[src/rtl/otter_pkg.sv]
// Shared types for the OTTER pipeline control slice.
// Contents: opcode_t (RV32I major opcodes), fwd_sel_t (EX operand source),
// stage_valid_t (DE/EX/MEM/WB valid bits) and a stage-advance helper.
package otter_pkg;

  typedef enum logic [6:0] {
    OP_LUI    = 7'b0110111,
    OP_AUIPC  = 7'b0010111,
    OP_JAL    = 7'b1101111,
    OP_JALR   = 7'b1100111,
    OP_BRANCH = 7'b1100011,
    OP_LOAD   = 7'b0000011,
    OP_STORE  = 7'b0100011,
    OP_IMM    = 7'b0010011,
    OP_REG    = 7'b0110011,
    OP_SYSTEM = 7'b1110011
  } opcode_t;

  typedef enum logic [1:0] {
    FWD_RF  = 2'd0,
    FWD_MEM = 2'd1,
    FWD_WB  = 2'd2
  } fwd_sel_t;

  typedef struct packed {
    logic de;
    logic ex;
    logic mem;
    logic wb;
  } stage_valid_t;

  // Shift every valid bit one stage down the pipe, filling DE with 'fill'.
  function automatic stage_valid_t advance(input stage_valid_t v, input logic fill);
    stage_valid_t r;
    r.de  = fill;
    r.ex  = v.de;
    r.mem = v.ex;
    r.wb  = v.mem;
    return r;
  endfunction

endpackage

[src/rtl/otter_fwd_unit.sv]
// EX-operand forwarding select for one source operand.
// Ports: ex_rs (EX source reg), v_mem/mem_rd_we/mem_is_load/mem_rd (MEM
// producer), v_wb/wb_rd_we/wb_rd (WB producer), sel (RF, MEM aluRes or WB data).
module otter_fwd_unit
  import otter_pkg::*;
#(
  parameter int unsigned REG_ADDR_W = 5
) (
  input  logic [REG_ADDR_W-1:0] ex_rs,
  input  logic                  v_mem,
  input  logic                  mem_rd_we,
  input  logic                  mem_is_load,
  input  logic [REG_ADDR_W-1:0] mem_rd,
  input  logic                  v_wb,
  input  logic                  wb_rd_we,
  input  logic [REG_ADDR_W-1:0] wb_rd,
  output fwd_sel_t              sel
);

  logic mem_hit;
  logic wb_hit;

  // A load in MEM has no data yet, so only ALU results forward from MEM.
  assign mem_hit = v_mem && mem_rd_we && !mem_is_load && (mem_rd != '0) && (mem_rd == ex_rs);
  assign wb_hit  = v_wb && wb_rd_we && (wb_rd != '0) && (wb_rd == ex_rs);

  // MEM is the younger producer and wins over WB.
  always_comb begin
    sel = FWD_RF;
    if (mem_hit) begin
      sel = FWD_MEM;
    end else if (wb_hit) begin
      sel = FWD_WB;
    end
  end

endmodule

[src/rtl/otter_pipe_ctrl.sv]
// Pipeline control for the 5-stage OTTER: stage valids, stalls, branch/trap
// flush, load-use interlock, data-memory wait timeout, forwarding selects and
// a saturating stall-cycle counter.
// Ports: CLK/RESET (sync, active-high); DE/EX/MEM/WB register info in;
// branch_taken, mem_busy, flush_all events in; stall_* (combinational),
// v_* (registered), fwd_a_sel/fwd_b_sel, flush_ack, mem_timeout, stall_cycles out.
module otter_pipe_ctrl
  import otter_pkg::*;
#(
  parameter int unsigned REG_ADDR_W       = 5,
  parameter int unsigned LOAD_USE_BUBBLES = 1,
  parameter int unsigned MAX_MEM_WAIT     = 15,
  parameter int unsigned CNT_W            = 32
) (
  input  logic                  CLK,
  input  logic                  RESET,
  input  logic [REG_ADDR_W-1:0] id_rs1_addr,
  input  logic [REG_ADDR_W-1:0] id_rs2_addr,
  input  logic                  id_rs1_used,
  input  logic                  id_rs2_used,
  input  logic [REG_ADDR_W-1:0] ex_rs1_addr,
  input  logic [REG_ADDR_W-1:0] ex_rs2_addr,
  input  logic [REG_ADDR_W-1:0] ex_rd,
  input  logic [REG_ADDR_W-1:0] mem_rd,
  input  logic [REG_ADDR_W-1:0] wb_rd,
  input  logic                  ex_rd_we,
  input  logic                  mem_rd_we,
  input  logic                  wb_rd_we,
  input  logic                  ex_is_load,
  input  logic                  mem_is_load,
  input  logic                  branch_taken,
  input  logic                  mem_busy,
  input  logic                  flush_all,
  output logic                  stall_pc,
  output logic                  stall_if,
  output logic                  stall_de,
  output logic                  stall_ex,
  output logic                  stall_mem,
  output logic                  v_de,
  output logic                  v_ex,
  output logic                  v_mem,
  output logic                  v_wb,
  output logic [1:0]            fwd_a_sel,
  output logic [1:0]            fwd_b_sel,
  output logic                  flush_ack,
  output logic                  mem_timeout,
  output logic [CNT_W-1:0]      stall_cycles
);

  localparam int unsigned BUB_W  = 2;
  localparam int unsigned WAIT_W = $clog2(MAX_MEM_WAIT + 1);
  localparam logic [BUB_W-1:0]  BUB_RELOAD = BUB_W'(LOAD_USE_BUBBLES - 1);
  localparam logic [WAIT_W-1:0] WAIT_LAST  = WAIT_W'(MAX_MEM_WAIT - 1);

  stage_valid_t      vld, vld_nxt;
  logic [BUB_W-1:0]  bub_cnt, bub_nxt;
  logic [WAIT_W-1:0] wait_cnt, wait_nxt;
  logic              flush_pending, pend_nxt;
  logic              tmo_nxt;
  logic [CNT_W-1:0]  cnt_nxt;

  logic     mem_stall, br, lu_hit, load_use, flush_req;
  logic     stall_front, stall_back;
  fwd_sel_t fwd_a, fwd_b;

  // Hazard terms.
  assign mem_stall = vld.mem & mem_busy;
  assign br        = vld.ex & branch_taken;
  assign lu_hit    = vld.de & vld.ex & ex_is_load & ex_rd_we & (ex_rd != '0) &
                     ((id_rs1_used & (id_rs1_addr == ex_rd)) |
                      (id_rs2_used & (id_rs2_addr == ex_rd)));
  assign load_use  = (lu_hit | (bub_cnt != '0)) & ~br;
  assign flush_req = flush_all | flush_pending;

  // Next-state and stall decode, priority RESET > mem_stall > flush > br > load_use.
  always_comb begin
    vld_nxt     = vld;
    bub_nxt     = bub_cnt;
    wait_nxt    = '0;
    pend_nxt    = flush_pending;
    tmo_nxt     = mem_timeout;
    stall_front = 1'b0;
    stall_back  = 1'b0;
    flush_ack   = 1'b0;

    if (RESET) begin
      vld_nxt  = '0;
      bub_nxt  = '0;
      pend_nxt = 1'b0;
      tmo_nxt  = 1'b0;
    end else if (mem_stall) begin
      stall_front = 1'b1;
      stall_back  = 1'b1;
      vld_nxt.wb  = 1'b0;
      // wait_cnt saturates at its last value so the flag stays meaningful.
      if (wait_cnt == WAIT_LAST) begin
        tmo_nxt  = 1'b1;
        wait_nxt = wait_cnt;
      end else begin
        wait_nxt = wait_cnt + WAIT_W'(1);
      end
      if (flush_all) begin
        pend_nxt = 1'b1;
      end
    end else if (flush_req) begin
      vld_nxt   = '0;
      bub_nxt   = '0;
      pend_nxt  = 1'b0;
      flush_ack = 1'b1;
    end else if (br) begin
      // The stalled DE instruction is squashed, so pending bubbles go with it.
      vld_nxt    = advance(vld, 1'b0);
      vld_nxt.ex = 1'b0;
      bub_nxt    = '0;
    end else if (load_use) begin
      stall_front = 1'b1;
      vld_nxt     = advance(vld, 1'b0);
      vld_nxt.de  = vld.de;
      vld_nxt.ex  = 1'b0;
      if (lu_hit && (bub_cnt == '0)) begin
        bub_nxt = BUB_RELOAD;
      end else begin
        bub_nxt = bub_cnt - BUB_W'(1);
      end
    end else begin
      vld_nxt = advance(vld, 1'b1);
    end

    cnt_nxt = stall_cycles;
    if (RESET) begin
      cnt_nxt = '0;
    end else if (stall_front && (stall_cycles != '1)) begin
      cnt_nxt = stall_cycles + CNT_W'(1);
    end
  end

  // State register.
  always_ff @(posedge CLK) begin
    vld           <= vld_nxt;
    bub_cnt       <= bub_nxt;
    wait_cnt      <= RESET ? '0 : wait_nxt;
    flush_pending <= pend_nxt;
    mem_timeout   <= tmo_nxt;
    stall_cycles  <= cnt_nxt;
  end

  assign stall_pc  = stall_front;
  assign stall_if  = stall_front;
  assign stall_de  = stall_front;
  assign stall_ex  = stall_back;
  assign stall_mem = stall_back;

  assign v_de  = vld.de;
  assign v_ex  = vld.ex;
  assign v_mem = vld.mem;
  assign v_wb  = vld.wb;

  otter_fwd_unit #(.REG_ADDR_W(REG_ADDR_W)) u_fwd_a (
    .ex_rs       (ex_rs1_addr),
    .v_mem       (vld.mem),
    .mem_rd_we   (mem_rd_we),
    .mem_is_load (mem_is_load),
    .mem_rd      (mem_rd),
    .v_wb        (vld.wb),
    .wb_rd_we    (wb_rd_we),
    .wb_rd       (wb_rd),
    .sel         (fwd_a)
  );

  otter_fwd_unit #(.REG_ADDR_W(REG_ADDR_W)) u_fwd_b (
    .ex_rs       (ex_rs2_addr),
    .v_mem       (vld.mem),
    .mem_rd_we   (mem_rd_we),
    .mem_is_load (mem_is_load),
    .mem_rd      (mem_rd),
    .v_wb        (vld.wb),
    .wb_rd_we    (wb_rd_we),
    .wb_rd       (wb_rd),
    .sel         (fwd_b)
  );

  assign fwd_a_sel = fwd_a;
  assign fwd_b_sel = fwd_b;

endmodule

[config.mk]
export PLATFORM = sky130hd
export DESIGN_NAME = otter_pipe_ctrl
export DESIGN_NICKNAME = d
export VERILOG_FILES = /design/src/rtl/otter_pkg.sv /design/src/rtl/otter_fwd_unit.sv /design/src/rtl/otter_pipe_ctrl.sv
export SDC_FILE = /design/constraint.sdc
export NUM_CORES = 1
export LEC_CHECK = 0
export ABC_AREA = 1
export CORE_MARGIN = 3
export CORE_UTILIZATION = 66
export CTS_BUF_LIST = sky130_fd_sc_hd__clkbuf_4 sky130_fd_sc_hd__clkbuf_8
export CTS_CLUSTER_SIZE = 25
export DETAILED_ROUTE_END_ITERATION = 6
export DONT_BUFFER_PORTS = 1
export GPL_TIMING_DRIVEN = 0
export PLACE_DENSITY = 0.82
export SYNTH_ARGS = -nofsm -noshare
export SYNTH_HDL_FRONTEND = slang
export SYNTH_SLANG_ARGS = --single-unit
[constraint.sdc]
create_clock -name CLK -period 2.1 [get_ports CLK]
set_input_delay 0.21 -clock CLK [delete_from_list [all_inputs] [get_ports CLK]]
set_output_delay 0.21 -clock CLK [all_outputs]
set_load 0.05 [all_outputs]
# Yosys cells after proc, flatten, opt, wreduce, memory -nomap -nowiden
# Index checks and enable logic that the tools add are counted.
dict set report word_totals {
  register_bits 44
  output_inout_bits 47
}
dict set report classes {
  n_reduce_logical 25
  bitwise_logic 15
  add_sub_neg 3
  n_mux 24
  eq_ne 10
}
# cell count
set ops {}
lappend ops {{$add A32 B1 Y32 const B} 1}
lappend ops {{$ne A32 B32 Y1 const B} 1}
lappend ops {{$eq A5 B5 Y1} 6}
lappend ops {{$mux W2} 8}
lappend ops {{$reduce_bool A5 Y1} 3}
lappend ops {{$mux W1} 13}
lappend ops {{$mux W4} 3}
lappend ops {{$logic_and A1 B1 Y1} 11}
lappend ops {{$and A1 B1 Y1} 10}
lappend ops {{$reduce_and A2 Y1} 4}
lappend ops {{$add A4 B1 Y4 const B} 1}
lappend ops {{$eq A4 B4 Y1 const B} 1}
lappend ops {{$reduce_bool A2 Y1} 2}
lappend ops {{$ne A3 B2 Y1 const B} 1}
lappend ops {{$or A1 B1 Y1} 3}
lappend ops {{$reduce_bool A3 Y1} 1}
lappend ops {{$reduce_or A3 Y1} 1}
lappend ops {{$logic_not A2 Y1} 1}
lappend ops {{$ne A2 B2 Y1 const B} 1}
lappend ops {{$not A1 Y1} 2}
lappend ops {{$reduce_or A2 Y1} 1}
lappend ops {{$sub A2 B1 Y2 const B} 1}
lappend ops {{$logic_not A1 Y1} 1}

# Longest topological paths before layout
dict set report depth {
  ltp_word 13
  ltp_mapped 15
}

# By module
# Synthesis repeated with hierarchy kept, for this count alone.
dict set report hier_totals {
  hier_cells 620
  hier_area_um2 3473.3
}
# mod cells_each seq_area_each_um2 area_each_um2 instances
set modules_own_cells {}
lappend modules_own_cells {otter_pipe_ctrl 494 880.8 2952.8 1}
lappend modules_own_cells {otter_fwd_unit 63 0.0 260.2 2}

# Worst setup path before layout
# No wires, ideal clock.
dict set report synth_timing {
  path_kind {register to output}
  start {reg vld, in the netlist v_ex}
  end {out stall_if}
  t_arrival_ps 2097
  slack_ps -207
  path_stages_with_launch 12
  required_time_ps 1890
  cell_sequence {dfxtp_1 inv_1 nor3_1 o21ai_0 inv_1 nand2_1 nand2_1 nand2_1 nand2_1 nand2_1 inv_1 buf_4}
}
dict set report synth_between {
  elab_chain_cells 12
  word_cells_on_any_way 14
  classes_between {5 x mux; 9 x bitwise}
}
# item line_no
set synth_lines {}
lappend synth_lines {{from (decl)} otter_pipe_ctrl.sv:55} ;# stage_valid_t vld, vld_nxt;
lappend synth_lines {{from (signal assigned)} otter_pipe_ctrl.sv:139} ;# vld <= vld_nxt;
lappend synth_lines {{$and A1 B1 Y1 (5 in a row)} otter_pipe_ctrl.sv:69} ;# assign lu_hit = vld.de & vld.ex & ex_is_load & ex_rd_we & (ex_rd != '0) &
lappend synth_lines {{$or A1 B1 Y1} otter_pipe_ctrl.sv:72} ;# assign load_use = (lu_hit | (bub_cnt != '0)) & ~br;
lappend synth_lines {{$and A1 B1 Y1} otter_pipe_ctrl.sv:72}
lappend synth_lines {{$mux W1} otter_pipe_ctrl.sv:115} ;# end else if (load_use) begin
lappend synth_lines {{$mux W1 (*)} otter_pipe_ctrl.sv:110} ;# end else if (br) begin
lappend synth_lines {{$mux W1 (*)} otter_pipe_ctrl.sv:105} ;# end else if (flush_req) begin
lappend synth_lines {{$mux W1 (*)} otter_pipe_ctrl.sv:91} ;# end else if (mem_stall) begin
lappend synth_lines {{$mux W1 (*)} otter_pipe_ctrl.sv:86} ;# if (RESET) begin
lappend synth_lines {{to (decl)} otter_pipe_ctrl.sv:35} ;# output logic stall_if,
# Every way passes the cells marked *; elsewhere a longest branch is shown, timed or not.

# Worst setup path in the final report
dict set report layout_timing {
  start {reg vld, in the netlist v_de}
  end {out stall_if}
}
dict set report layout_between {
  elab_chain_cells 12
}
# item line_no
set layout_lines {}
lappend layout_lines {{$and A1 B1 Y1 (5 in a row)} otter_pipe_ctrl.sv:69}
lappend layout_lines {{$or A1 B1 Y1} otter_pipe_ctrl.sv:72}
lappend layout_lines {{$and A1 B1 Y1} otter_pipe_ctrl.sv:72}
lappend layout_lines {{$mux W1} otter_pipe_ctrl.sv:115}
lappend layout_lines {{$mux W1} otter_pipe_ctrl.sv:110}
lappend layout_lines {{$mux W1} otter_pipe_ctrl.sv:105}
lappend layout_lines {{$mux W1} otter_pipe_ctrl.sv:91}
lappend layout_lines {{$mux W1} otter_pipe_ctrl.sv:86}
# No other way between the ends.

==> flow_summary.toml <==
[run_status]
outcome = "finished with violations"
violations = "negative setup slack"

[logic_synthesis]
ys_types = 26
synthTopCellsByArea = "dfxtp_1 (28%), nand2_1 (17%), inv_1 (11%)"
synth_edf_count = 0
seq_area_frac_synth_pct = 28.1
yosysTopAreaCell = "dfxtp_1"
syn_inst = 531
synth_common_cells = "nand2_1 (140), inv_1 (93), nor2_1 (85), nand3_1 (49), dfxtp_1 (44)"
yosysMostFrequentCell = "nand2_1"
synth_ff_type = "dfxtp_1"
synth.avg_cell_area_um2 = 5.90
synthesis.nets = 581
synth_top_area_share_pct = 28.1
async_flop_share_pct = 0
ys_ff_latch = 44
synthesis.area_um2 = 3130
yosysWarningCount = 0

[global_route]
grt_max_degree = 20
grt_usage_pct = 29.6
grt_pass1_vias = 3044
overflow = 0
antenna_found_initial = 0
grt_pass1_wl_mm = 13.1

[drt]
routedWlPerCell_um = 13.8
drtAntennaViolNets = 0
routed_wl_mm = 8.25
drt_iter0_drc = 348
firstDrtPassIters = 5
vias_per_cell = 5.57
drcViolationCount = 0
route.vias.total = 3334

[pwr]
vdd_drop_max_uv = 271
power_density_nw_per_um2 = 438
power.leakage_nw = 1.63
power_mw = 1.57

[clocking]
root_buffer = "clkbuf_8"
hold_buffers = 0
clk_path_buf_depth = 2
cts_tree = "built"
clkLatencyLatePin_ns = 0.30
cts_max_level = 2
cts_inserted_buffers = 5
cts.clk_slew.worst_paths_ns = 0.08
cts_sinks = 44

[worst_setup_path]
reg2reg_from = "stall_cycles[1]"
r2r_cells = 13
path_max_fanout = 3
critPathLaunchType = "register"
arrival_ns = 1.98
crit_path_end_kind = "output port"
crit_start = "v_de"
criticalPathCategory = "register to output port"
critPathRequiredTime_ns = 1.89

[sta]
period_minus_slack_ns = 2.19
rsz0062_at_grt = "yes"
max_freq_ghz = 0.457
worst_pin_slew_ns = 0.573
fin_skew_ns = 0.00328
finalCritPeriodShare_pct = 104
whs_ns = 0.109
setup_violations = 2
setup_ws_ns = -0.0883
setup_tns_ns = -0.176
drv_slew = 0
max_slew_margin_pct = 61.8
finalHoldViolations = 0

[finish]
seq_area_um2 = 965
drive_gt1_share_pct = 19.0
multiInputGateArea_um2 = 1890
fillers = 336
final_nets = 597
area_growth_pct = 14.3
n_antenna_cell = 0
final_util_pct = 80.0

[place]
io_buffer_count = 0
place_congestion = 0.909
dp_hpwl_mm = 5.95

[die]
boundaryPins = 94
num_rows = 24
die_w_um = 74.9
start_util_pct = 70.0
core_area_um2 = 4470
die-height_um = 74.9
dieArea_um2 = 5610

[run]
drv_cap = 0

[min_path]
hold_path.class = "input pin to register"
holdPathStages = 2
worstHoldStart = "flush_all"
==> final cells by class <==
type	instances	area share, %
Clock inverter	1	0.140
Inverter	94	10.0
Clock buffer	6	2.13
Buffer	18	3.91
Tap cell	52	1.82
Sequential cell	44	26.9
Timing Repair Buffer	10	2.20
Multi-Input combinational cell	374	52.8
==> state kept, by name, indices dropped and copies added (netlist names) <==
signal	cells
bub_cnt	2
flush_pending	1
v_ex	1
v_de	1
wait_cnt	4
v_wb	1
stall_cycles	32
v_mem	1
mem_timeout	1
==> logic make-up (layout without fill, tap and decap cells) <==
family                     count (synthesis)  in the layout  share of synthesized area, %
AOI/OAI and AO/OA                         25             25                          4.12
xor gates and xnor gates                  22             22                          6.15
adders and majority gates                  3              3                          1.20
buffers and inverters                    113            129                          15.0
DFF                                       44             44                          28.1
and+or+nand+nor                          324            324                          45.4
==> worst max-delay path: stages (launching register included) <==
cell        delay (ns)
dfxtp_4           0.46
inv_4             0.06
nor3_4            0.18
o21ai_1           0.09
inv_1             0.07
nand2_2           0.06
nand2_1           0.06
nand2_1           0.06
nand2_2           0.10
nand2_4           0.07
clkinvlp_4        0.28
buf_8             0.19
==> metal layers <==
| layer | vias up | routed length (um) | global-route usage (%) |
|---|---|---|---|
| li1 | 1672 | - | - |
| met1 | 1474 | 3320 | 34.9 |
| met2 | 166 | 3890 | 50.2 |
| met3 | 22 | 878 | 8.81 |
| met4 | 0 | 166 | 12.1 |
| met5 | - | 0 | 0 |
==> path summary, 6_finish.rpt <==
kind	end	slack, ns
min	flush_pending	0.11
max reg2reg	stall_cycles[20]	0.09
max	stall_if	-0.09
min reg2reg	bub_cnt[1]	0.51
==> per-stage QoR <==
stage / cells / setup slack [ns] / instance area, um2
2_1_floorplan: 531 / 0.00388 / 3140
3_3_place_gp: 583 / -0.232 / 3210
3_5_place_dp: 583 / -0.274 / 3210
4_1_cts: 599 / -0.0279 / 3480
5_1_grt: 599 / -0.189 / 3580
6_report: 599 / -0.0883 / 3580
==> power by group <==
part	switching [mW]	internal (mW)	leakage, nW
Combinational	0.120	0.0719	1.21
Clock	0.282	0.239	0.0445
Sequential	0.0317	0.824	0.377
==> layout by cell type, fill, tap and decap left out, types with 9 or more instances in the layout <==
master   netlist  routed
xnor2_1       10      10
dfxtp_1       44       9
a21oi_1       15      14
nand2_1      140     137
xor2_1        12      12
nand4_1       22      22
inv_1         93      90
dfxtp_4        0      16
nor2_1        85      79
buf_4          5      12
dfxtp_2        0      19
nor2_2         7      11
nand3_1       49      48
==> repair_timing <==
item	4_1_cts	5_1_grt
resized for setup	52	35
pin swaps	6	7
setup buffers	10	0
endpoints found under the setup margin	38	37
gates cloned	0	0
No activity file was read; power rests on OpenSTA's default activity.
